--- src/rtl/operand_display_sequencer_pkg.sv ---
// Shared types and constants for the operand display sequencer.
package operand_display_pkg;

    // View codes double as the state encoding and the board LED value.
    typedef enum logic [2:0] {
        IDLE = 3'd0,
        A_HI = 3'd1,
        A_LO = 3'd2,
        B_HI = 3'd3,
        B_LO = 3'd4,
        R_HI = 3'd5,
        R_LO = 3'd6
    } view_t;

    localparam logic [6:0] SEG_BLANK = 7'h7F;
    localparam logic [6:0] SEG_DASH  = 7'b0111111;

    // Advance order; IDLE is never a successor.
    function automatic view_t next_view(input view_t v);
        case (v)
            A_HI:    return A_LO;
            A_LO:    return B_HI;
            B_HI:    return B_LO;
            B_LO:    return R_HI;
            R_HI:    return R_LO;
            default: return A_HI;
        endcase
    endfunction

endpackage

--- src/rtl/operand_display_sequencer_if.sv ---
// Operand/result inputs and display outputs of the sequencer.
interface operand_display_sequencer_if;
    logic        enable;
    logic        step;
    logic        auto_en;
    logic [31:0] dataA;
    logic [31:0] dataB;
    logic [31:0] dataR;
    logic [2:0]  view;
    logic [6:0]  disp3;
    logic [6:0]  disp2;
    logic [6:0]  disp1;
    logic [6:0]  disp0;

    modport master (
        output enable, step, auto_en, dataA, dataB, dataR,
        input  view, disp3, disp2, disp1, disp0
    );

    modport slave (
        input  enable, step, auto_en, dataA, dataB, dataR,
        output view, disp3, disp2, disp1, disp0
    );
endinterface

--- src/rtl/operand_display_sequencer_hex_to_7seg.sv ---
// Combinational hex nibble to active-low {g,f,e,d,c,b,a} segment decoder.
module hex_to_7seg (
    input  logic [3:0] i_hex,
    output logic [6:0] o_seg
);

    // Glyph lookup; lower-case b and d keep them distinct from 8 and 0.
    always_comb begin
        o_seg = 7'h7F;
        case (i_hex)
            4'h0: o_seg = 7'b1000000;
            4'h1: o_seg = 7'b1111001;
            4'h2: o_seg = 7'b0100100;
            4'h3: o_seg = 7'b0110000;
            4'h4: o_seg = 7'b0011001;
            4'h5: o_seg = 7'b0010010;
            4'h6: o_seg = 7'b0000010;
            4'h7: o_seg = 7'b1111000;
            4'h8: o_seg = 7'b0000000;
            4'h9: o_seg = 7'b0010000;
            4'hA: o_seg = 7'b0001000;
            4'hB: o_seg = 7'b0000011;
            4'hC: o_seg = 7'b1000110;
            4'hD: o_seg = 7'b0100001;
            4'hE: o_seg = 7'b0000110;
            4'hF: o_seg = 7'b0001110;
            default: o_seg = 7'h7F;
        endcase
    end

endmodule

--- src/rtl/operand_display_sequencer.sv ---
// Cycles operands A/B (latched) and live result R across four 7-segment
// digits, 16 bits per view, advancing on a dwell timer or a step pulse.
module operand_display_sequencer
    import operand_display_pkg::*;
#(
    parameter int DWELL_CYCLES = 100_000_000,
    parameter int CNT_W        = 27
) (
    input  logic                        clk,
    input  logic                        reset,
    operand_display_sequencer_if.slave  bus
);

    localparam logic [CNT_W-1:0] CNT_LAST = CNT_W'(DWELL_CYCLES - 1);

    view_t            r_state;
    view_t            w_state_nxt;
    logic [CNT_W-1:0] r_cnt;
    logic [CNT_W-1:0] w_cnt_nxt;
    logic [31:0]      r_latch_a;
    logic [31:0]      r_latch_b;
    logic             w_load;
    logic             w_advance;
    logic [15:0]      w_word;
    logic [6:0]       w_seg [4];
    logic [6:0]       r_disp3, r_disp2, r_disp1, r_disp0;

    // Step and timer expiry OR together so a coincidence is a single advance.
    assign w_advance = bus.step | (bus.auto_en & (r_cnt == CNT_LAST));

    // State register and dwell counter.
    always_ff @(posedge clk or posedge reset) begin
        if (reset) begin
            r_state <= IDLE;
            r_cnt   <= '0;
        end else begin
            r_state <= w_state_nxt;
            r_cnt   <= w_cnt_nxt;
        end
    end

    // Next state: losing enable beats advancing; counter resets on any move.
    always_comb begin
        w_state_nxt = r_state;
        w_cnt_nxt   = r_cnt;
        w_load      = 1'b0;
        if (r_state == IDLE) begin
            w_cnt_nxt = '0;
            if (bus.enable) begin
                w_state_nxt = A_HI;
                w_load      = 1'b1;
            end
        end else if (!bus.enable) begin
            w_state_nxt = IDLE;
            w_cnt_nxt   = '0;
        end else if (w_advance) begin
            w_state_nxt = next_view(r_state);
            w_cnt_nxt   = '0;
        end else if (bus.auto_en) begin
            w_cnt_nxt = r_cnt + 1'b1;
        end
    end

    // Operands are captured once on entry so later edits do not disturb the view.
    always_ff @(posedge clk or posedge reset) begin
        if (reset) begin
            r_latch_a <= '0;
            r_latch_b <= '0;
        end else if (w_load) begin
            r_latch_a <= bus.dataA;
            r_latch_b <= bus.dataB;
        end
    end

    // Select the 16-bit half for the current view; R is shown live.
    always_comb begin
        w_word = 16'h0000;
        case (r_state)
            A_HI:    w_word = r_latch_a[31:16];
            A_LO:    w_word = r_latch_a[15:0];
            B_HI:    w_word = r_latch_b[31:16];
            B_LO:    w_word = r_latch_b[15:0];
            R_HI:    w_word = bus.dataR[31:16];
            R_LO:    w_word = bus.dataR[15:0];
            default: w_word = 16'h0000;
        endcase
    end

    for (genvar g = 0; g < 4; g++) begin : g_hex
        hex_to_7seg u_hex (
            .i_hex (w_word[4*g +: 4]),
            .o_seg (w_seg[g])
        );
    end

    // Registered digit drive; IDLE shows dashes, reset blanks immediately.
    always_ff @(posedge clk or posedge reset) begin
        if (reset) begin
            r_disp3 <= SEG_BLANK;
            r_disp2 <= SEG_BLANK;
            r_disp1 <= SEG_BLANK;
            r_disp0 <= SEG_BLANK;
        end else if (r_state == IDLE) begin
            r_disp3 <= SEG_DASH;
            r_disp2 <= SEG_DASH;
            r_disp1 <= SEG_DASH;
            r_disp0 <= SEG_DASH;
        end else begin
            r_disp3 <= w_seg[3];
            r_disp2 <= w_seg[2];
            r_disp1 <= w_seg[1];
            r_disp0 <= w_seg[0];
        end
    end

    assign bus.view  = r_state;
    assign bus.disp3 = r_disp3;
    assign bus.disp2 = r_disp2;
    assign bus.disp1 = r_disp1;
    assign bus.disp0 = r_disp0;

endmodule

--- src/flat_wrapper.sv ---
// flat-port wrapper written by rule: the top's interface ports become plain ports
module operand_display_sequencer_flat import operand_display_pkg::*;
#(
    parameter int DWELL_CYCLES = 100_000_000,
    parameter int CNT_W        = 27
)
  (clk, reset, bus_enable, bus_step, bus_auto_en, bus_dataA, bus_dataB, bus_dataR, bus_view, bus_disp3, bus_disp2, bus_disp1, bus_disp0);
  operand_display_sequencer_if bus_i ();
  input  logic clk;
  input  logic reset;
  input wire logic [$bits(bus_i.enable)-1:0] bus_enable;
  input wire logic [$bits(bus_i.step)-1:0] bus_step;
  input wire logic [$bits(bus_i.auto_en)-1:0] bus_auto_en;
  input wire logic [$bits(bus_i.dataA)-1:0] bus_dataA;
  input wire logic [$bits(bus_i.dataB)-1:0] bus_dataB;
  input wire logic [$bits(bus_i.dataR)-1:0] bus_dataR;
  output wire logic [$bits(bus_i.view)-1:0] bus_view;
  output wire logic [$bits(bus_i.disp3)-1:0] bus_disp3;
  output wire logic [$bits(bus_i.disp2)-1:0] bus_disp2;
  output wire logic [$bits(bus_i.disp1)-1:0] bus_disp1;
  output wire logic [$bits(bus_i.disp0)-1:0] bus_disp0;
  assign bus_i.enable = bus_enable;
  assign bus_i.step = bus_step;
  assign bus_i.auto_en = bus_auto_en;
  assign bus_i.dataA = bus_dataA;
  assign bus_i.dataB = bus_dataB;
  assign bus_i.dataR = bus_dataR;
  assign bus_view = bus_i.view;
  assign bus_disp3 = bus_i.disp3;
  assign bus_disp2 = bus_i.disp2;
  assign bus_disp1 = bus_i.disp1;
  assign bus_disp0 = bus_i.disp0;
  operand_display_sequencer #(.DWELL_CYCLES(DWELL_CYCLES), .CNT_W(CNT_W)) u_core (.clk(clk), .reset(reset), .bus(bus_i));
endmodule
--- config.mk ---
export PLATFORM = sky130hd
export DESIGN_NAME = operand_display_sequencer_flat
export DESIGN_NICKNAME = d
export VERILOG_FILES = /design/src/rtl/operand_display_sequencer_pkg.sv /design/src/rtl/operand_display_sequencer_if.sv /design/src/rtl/operand_display_sequencer_hex_to_7seg.sv /design/src/rtl/operand_display_sequencer.sv /design/src/flat_wrapper.sv
export SDC_FILE = /design/constraint.sdc
export NUM_CORES = 1
export LEC_CHECK = 0
export CAP_MARGIN = 40
export CORE_UTILIZATION = 34
export DETAILED_ROUTE_END_ITERATION = 7
export GPL_TIMING_DRIVEN = 0
export PLACE_DENSITY = 0.58
export SLEW_MARGIN = 25
export SYNTH_ARGS = -nofsm -noshare
export SYNTH_HDL_FRONTEND = slang
export SYNTH_HIERARCHICAL = 1
export SYNTH_SLANG_ARGS = --single-unit
--- constraint.sdc ---
create_clock -name clk -period 4 [get_ports clk]
set_input_delay 0.8 -clock clk [delete_from_list [all_inputs] [get_ports clk]]
set_output_delay 0.8 -clock clk [all_outputs]
set_load 0.005 [all_outputs]
==> results of run 1 <==
[critical path: cells and delay by family, from the launching register on]
| kind | cells | cell delay [ps] |
|---|---|---|
| AOI/OAI and AO/OA | 2 | 560 |
| and+or+nand+nor | 2 | 1060 |
| muxes | 1 | 460 |
| adders and majority gates | 1 | 340 |
| DFF | 1 | 410 |
| buffers and inverters | 4 | 830 |
[layer usage]
metal | GRT usage, % | vias to the layer above | wire (um)
met3 | 4.192 | 28 | 904
met4 | 7.470 | 0 | 454
met5 | 0 | - | 0
met1 | 25.70 | 2586 | 8363
met2 | 30.80 | 150 | 8855
li1 | - | 2463 | -
[power groups by stage]
stage / clock (mW) / combinational (mW) / sequential (mW)
floorplan: 0 / 1.22 / 1.86
global placement: 0 / 1.90 / 1.88
detailed placement: 0 / 1.96 / 1.89
CTS: 1.58 / 1.96 / 1.87
global route: 1.64 / 2.15 / 1.92
finish: 1.55 / 1.96 / 1.87
[per-stage QoR]
stage	instance area [um2]	std cells	hold WS, ps	power [mW]	util [%]
floorplan	6728	608	475.0	3.077	-
global placement	8361	1003	487.0	3.774	43.10
detailed placement	8396	1004	492.3	3.848	43.28
CTS	9002	1036	505.4	5.422	46.41
global route	9005	1036	518.4	5.696	46.42
finish	9005	1036	503.0	5.372	46.42
[area by class of cell]
class | instances | area, um2 | area share, %
Buffer | 38 | 203.9 | 2.265
Clock buffer | 27 | 556.8 | 6.183
Clock inverter | 5 | 50.05 | 0.5558
Inverter | 18 | 75.07 | 0.8337
Multi-Input combinational cell | 430 | 3371 | 37.43
Sequential cell | 122 | 3088 | 34.29
Tap cell | 265 | 331.6 | 3.682
Timing Repair Buffer | 131 | 1329 | 14.76
[Yosys cell counts, drive strengths merged, types with 4 or more instances]
master	number
or3b	4
nand2	21
buf	27
nor2b	9
or3	4
or2	24
a22o	10
a21oi	24
mux4	4
dfrtp	94
nor2	67
mux2i	27
ha	30
dfstp	28
nand4	16
o21ai	17
nand3	11
nor3	6
a32o	4
inv	18
and2b	4
a22oi	11
xnor2	5
a221oi	17
xor2	18
mux2	77
clkbuf	11
[worst paths after layout]
| path | cells after the start | startpoint | to |
|---|---|---|---|
| setup reg to reg | 10 | u_core/bus.view[0] | u_core/bus.disp2[3] |
| hold reg to reg | 1 | u_core/r_latch_a[27] | u_core/r_latch_a[27] |
| min in group asynchronous | 2 | reset | u_core/r_latch_b[9] |
| max in group asynchronous | 3 | reset | u_core/bus.disp1[0] |
| setup / recovery | 10 | u_core/bus.view[0] | u_core/bus.disp2[3] |
| hold / removal | 1 | u_core/r_latch_a[27] | u_core/r_latch_a[27] |
[what timing repair did]
item,4_1_cts,5_1_grt
gates resized for setup,0,4
setup endpoints to repair,0,4
buffers inserted,0,0
[sequential cells by signal, indices dropped and copies added, names as in the netlist]
name and cells:
u_core/bus.disp2 7, u_core/r_latch_b 32, u_core/bus.disp3 7, u_core/r_cnt 27, u_core/bus.disp0 7, u_core/r_latch_a 32, u_core/bus.disp1 7, u_core/bus.view 3
[cell families (layout without fill, tap and decap cells)]
group | after synthesis | count (layout) | synth area share [%]
buf+inv | 56 | 219 | 3.998
mux | 108 | 108 | 18.47
compound gates | 94 | 94 | 9.764
xor+xnor | 23 | 23 | 2.994
fa+ha+maj | 30 | 30 | 5.579
flops | 122 | 122 | 45.90
simple gates | 175 | 175 | 13.30
==> reports/results.tsv, run 1 <==
metric	value	unit
status	complete, no violations	
wl_per_cell	17.93	um
cts.sinks	122	
max_slew_margin	43.50	%
p_clk_share	28.8	%
synth_nets	739	
nNetsFinal	889	
die_w	142.7	um
cts-root-buf	clkbuf_16	
hpwl	14.03	mm
ys_ff_latch	122	
hold_buffers	0	
cts_buffers	17	
min_period	3738	ps
max-cap-violations	0	
initial_core_util	34.68	%
final_common_cell	clkdlybuf4s50_1	
synth-edff-count	0	
yosysTopAreaCell	dfrtp_1	
cp_max_fo	10	
ys_top_cells_by_area	dfrtp_1 35%, mux2_2 13%, dfstp_2 11%, ha_1 5.6%, mux2i_1 4.0%	
pin_count	132	
syn_inst	608	
hold_viol	0	
synth_area	0.006728	mm2
p_per_area	596.5	mW/mm2
grt_pass1_wl	29.17	mm
path_class	register to register	
die_area	0.02035	mm2
postLayoutSetupSlackWorst	262.5	ps
htreeDepth	4	
worstSkewPairLatency	410	ps
mostFrequentLayoutCells	130 x clkdlybuf4s50_1, 94 x dfrtp_1, 77 x mux2_2, 67 x nor2_1, 30 x ha_1	
syn2layout_area_growth	33.85	%
vias_per_cell	5.045	
tightest_slew	841.1	ps
setup_viol	0	
slew_viol_final	0	
r2r_slack	260	ps
track_usage	19.36	%
std_cell_rows	51	
dr.pass1.iters	7	
antenna_left	0	
netlist.area_leader.share	34.96	%
synth.yosys.seq_area_share	45.90	%
drt_iter0_markers	309	
die_h	142.7	um
post-route-period-util	93.44	%
cp_slowest_cell	nor3_1	
diodes	0	
fill_cells	1831	
gp_congestion	0.8443	
combPwrFrac	36.4	%
slowest_delay	760	ps
tns	0	ps
post-place-ws	97.11	ps
synth-main-ff-cell	dfrtp_1	
cp_common_cell	inv_1	
internal-power	3.773	mW
yosysUniqueCellTypes	47	
grt_overflow	0	
grt_antenna_before_repair	0	
vias	5227	
hold_path.class	register to register	
startpoint_type	register	
first_global_vias	5397	
cts_tree	built	
seqPwrFrac	34.8	%
portBuffers	130	
cp-end-kind	register	
drive_gt1_share	23.74	%
max_freq	0.2676	GHz
p_sw_share	29.77	%
clkTransAtPathRegs	50	ps
required	4330	ps
avgSynthCellArea	11.07	um2
p_sw	1.599	mW
design.core.area	0.01940	mm2
drt-total-wl	18.58	mm
ir_drop	331.2	uV
cp.arrival	4070	ps
synth_warnings	6	
grt_max_degree	69	
skew	7.111	ps
leakagePower	3.678	nW
rsz0062_at_grt	false	
async_reset_ff_share	100.0	%
path_cells	buf_2 > buf_1 > nor3_1 > a22oi_1 > o21ai_1 > inv_1 > ha_1 > inv_1 > mux4_1 > or2_2	
drcViolationCount	0	
clockBufferDepth	2	
(Power assumes the default switching activity.)
==> run 2: changes to the inputs <==
--- a/config.mk
+++ b/config.mk
@@ -8,7 +8,6 @@
 export CAP_MARGIN = 40
 export CORE_UTILIZATION = 34
 export DETAILED_ROUTE_END_ITERATION = 7
-export GPL_TIMING_DRIVEN = 0
 export PLACE_DENSITY = 0.58
 export SLEW_MARGIN = 25
 export SYNTH_ARGS = -nofsm -noshare
==> run 2 against run 1 <==
Net effect: hold slack about the same; clock skew increased by 3.2 ps; critical path depth is 1 higher; sequential share of layout area up 0.067 points; maximum frequency rose by 16%; power rose by 0.29%; design area down 0.19%; via count shrank 1.7%; critical endpoint is now u_core/bus.disp3[3]; highest routed layer unchanged.
==> reports/results.tsv, run 2 (synthesis gave the netlist of run 1 again) <==
metric	value	unit	change
post_cts.repair.setup_buffers	0		unchanged
internal-power	3.786	mW	+0.36%
slew_viol_final	0		unchanged
p_sw_share	29.71	%	-0.054 points
htreeDepth	4		unchanged
wl_per_cell	17.30	um	-3.5%
design.core.area	0.01940	mm2	unchanged
p_per_area	599.4	mW/mm2	+0.48%
tightest_slew	742.1	ps	-98.95 ps
gp_congestion	0.8091		-4.2%
cts_buffers	17		unchanged
clockBufferDepth	2		unchanged
cp_max_fo	18		+8
die_w	142.7	um	unchanged
required	4350	ps	+20 ps
first_global_vias	5197		-3.7%
dr.pass1.iters	5		-2
skew	10.30	ps	+3.187 ps
ir_drop	288.5	uV	-13%
hold_buffers	0		unchanged
die_area	0.02035	mm2	unchanged
status	complete, no violations		
seqPwrFrac	35.0	%	+0.2 points
nNetsFinal	873		-1.8%
hold_path.class	register to register		
top_usage_layer	met2		
fin_util	46.33	%	-0.090 points
p_sw	1.601	mW	+0.10%
path_class	register to register		
clkTransAtPathRegs	60	ps	about the same
pin_count	132		unchanged
max_slew_margin	50.53	%	+7.0 points
worstSkewPairLatency	430	ps	+20 ps
drive_gt1_share	24.24	%	+0.50 points
grt_overflow	0		unchanged
hpwl	13.02	mm	-7.2%
cts_tree	built		
post_cts_resized	0		unchanged
std_cell_rows	51		unchanged
drcViolationCount	0		unchanged
reg_top3	u_core/r_latch_a (32), u_core/r_latch_b (32), u_core/r_cnt (27)		
post-route-period-util	80.65	%	-13 points
grt_max_degree	53		-23%
grt_antenna_before_repair	1		+1
drt_iter0_markers	293		-5.2%
startpoint_type	register		
final_common_cell	clkdlybuf4s50_1		
drt-total-wl	17.66	mm	-4.9%
use_met2	29.36	%	-1.4 points
initial_core_util	34.68	%	unchanged
die_h	142.7	um	unchanged
max-cap-violations	0		unchanged
leakagePower	3.649	nW	-0.78%
combPwrFrac	35.4	%	-1.0 points
use_met1	25.24	%	-0.47 points
tns	0	ps	unchanged
vias_per_cell	5.032		-0.26%
cp-end-kind	register		
cts-root-buf	clkbuf_16		
portBuffers	131		+0.77%
grt_pass1_wl	28.49	mm	-2.3%
rsz0062_at_grt	false		
antenna_left	0		unchanged
hold_viol	0		unchanged
p_clk_share	29.5	%	+0.7 points
cp.arrival	3580	ps	-490 ps
syn2layout_area_growth	33.59	%	
setup_viol	0		unchanged
max_freq	0.3100	GHz	+16%
cts.sinks	122		unchanged
vias	5138		-1.7%
min_period	3226	ps	-511.7 ps
track_usage	18.64	%	-0.73 points
grt_use_met3	3.555	%	-0.64 points
mostFrequentLayoutCells	131 x clkdlybuf4s50_1, 94 x dfrtp_1, 77 x mux2_2, 67 x nor2_1, 30 x ha_1		
run 2: critical path: stages (launching register included):
cell     delay [ps]
dfrtp_1         520
buf_4           290
nor2b_1         390
a22oi_1         170
nor2_1          120
a21oi_1          70
o21ai_0         230
inv_1           220
ha_1            330
inv_1            50
mux4_1          470
or2_2           300
run 2: final cells by class:
class	instances	area, um2
flip-flops and latches	122	3088
inverters	18	70.07
fillers	1802	10410
clock inverters	10	141.4
repair buffers	153	1503
multi-input cells	430	3377
diodes	1	2.502
well taps	265	331.6
clock buffers	22	474.2
run 2: power by group through the flow:
stage          registers (mW)  clock network (mW)  logic (mW)
2_1_floorplan            1.86                   0        1.22
3_3_place_gp             1.90                   0        1.85
3_5_place_dp             1.91                   0        1.91
4_1_cts                  1.89                1.63        1.92
5_1_grt                  1.94                1.68        2.10
6_report                 1.89                1.59        1.91
run 2: final timing paths:
check                                     start                   end  slack, ps  depth (start not counted)
min reg2reg                u_core/r_latch_b[31]  u_core/r_latch_b[31]        500                          1
max reg2reg                  u_core/bus.view[0]   u_core/bus.disp3[3]        770                         11
min in group asynchronous                 reset  u_core/r_latch_b[11]        820                          2
max in group asynchronous                 reset  u_core/r_latch_b[30]       2390                          3
max                          u_core/bus.view[0]   u_core/bus.disp3[3]        770                         11
min                        u_core/r_latch_b[31]  u_core/r_latch_b[31]        500                          1
run 2: stage by stage:
step	cell area, um2	cells	setup slack (ps)	power, mW	hold slack (ps)
finish	8987	1021	774.2	5.387	503.0
global route	8987	1021	504.1	5.721	505.4
CTS	8959	1017	789.6	5.436	503.1
detailed placement	8343	985	677.7	3.819	490.0
global placement	8338	984	743.7	3.753	487.1
floorplan	6728	608	3.809	3.077	475.0
run 2: routing by layer:
layer	wire [um]	vias to the layer above
met1	8283	2551
li1	-	2432
met5	0	-
met2	8236	139
met4	291	0
met3	850	16
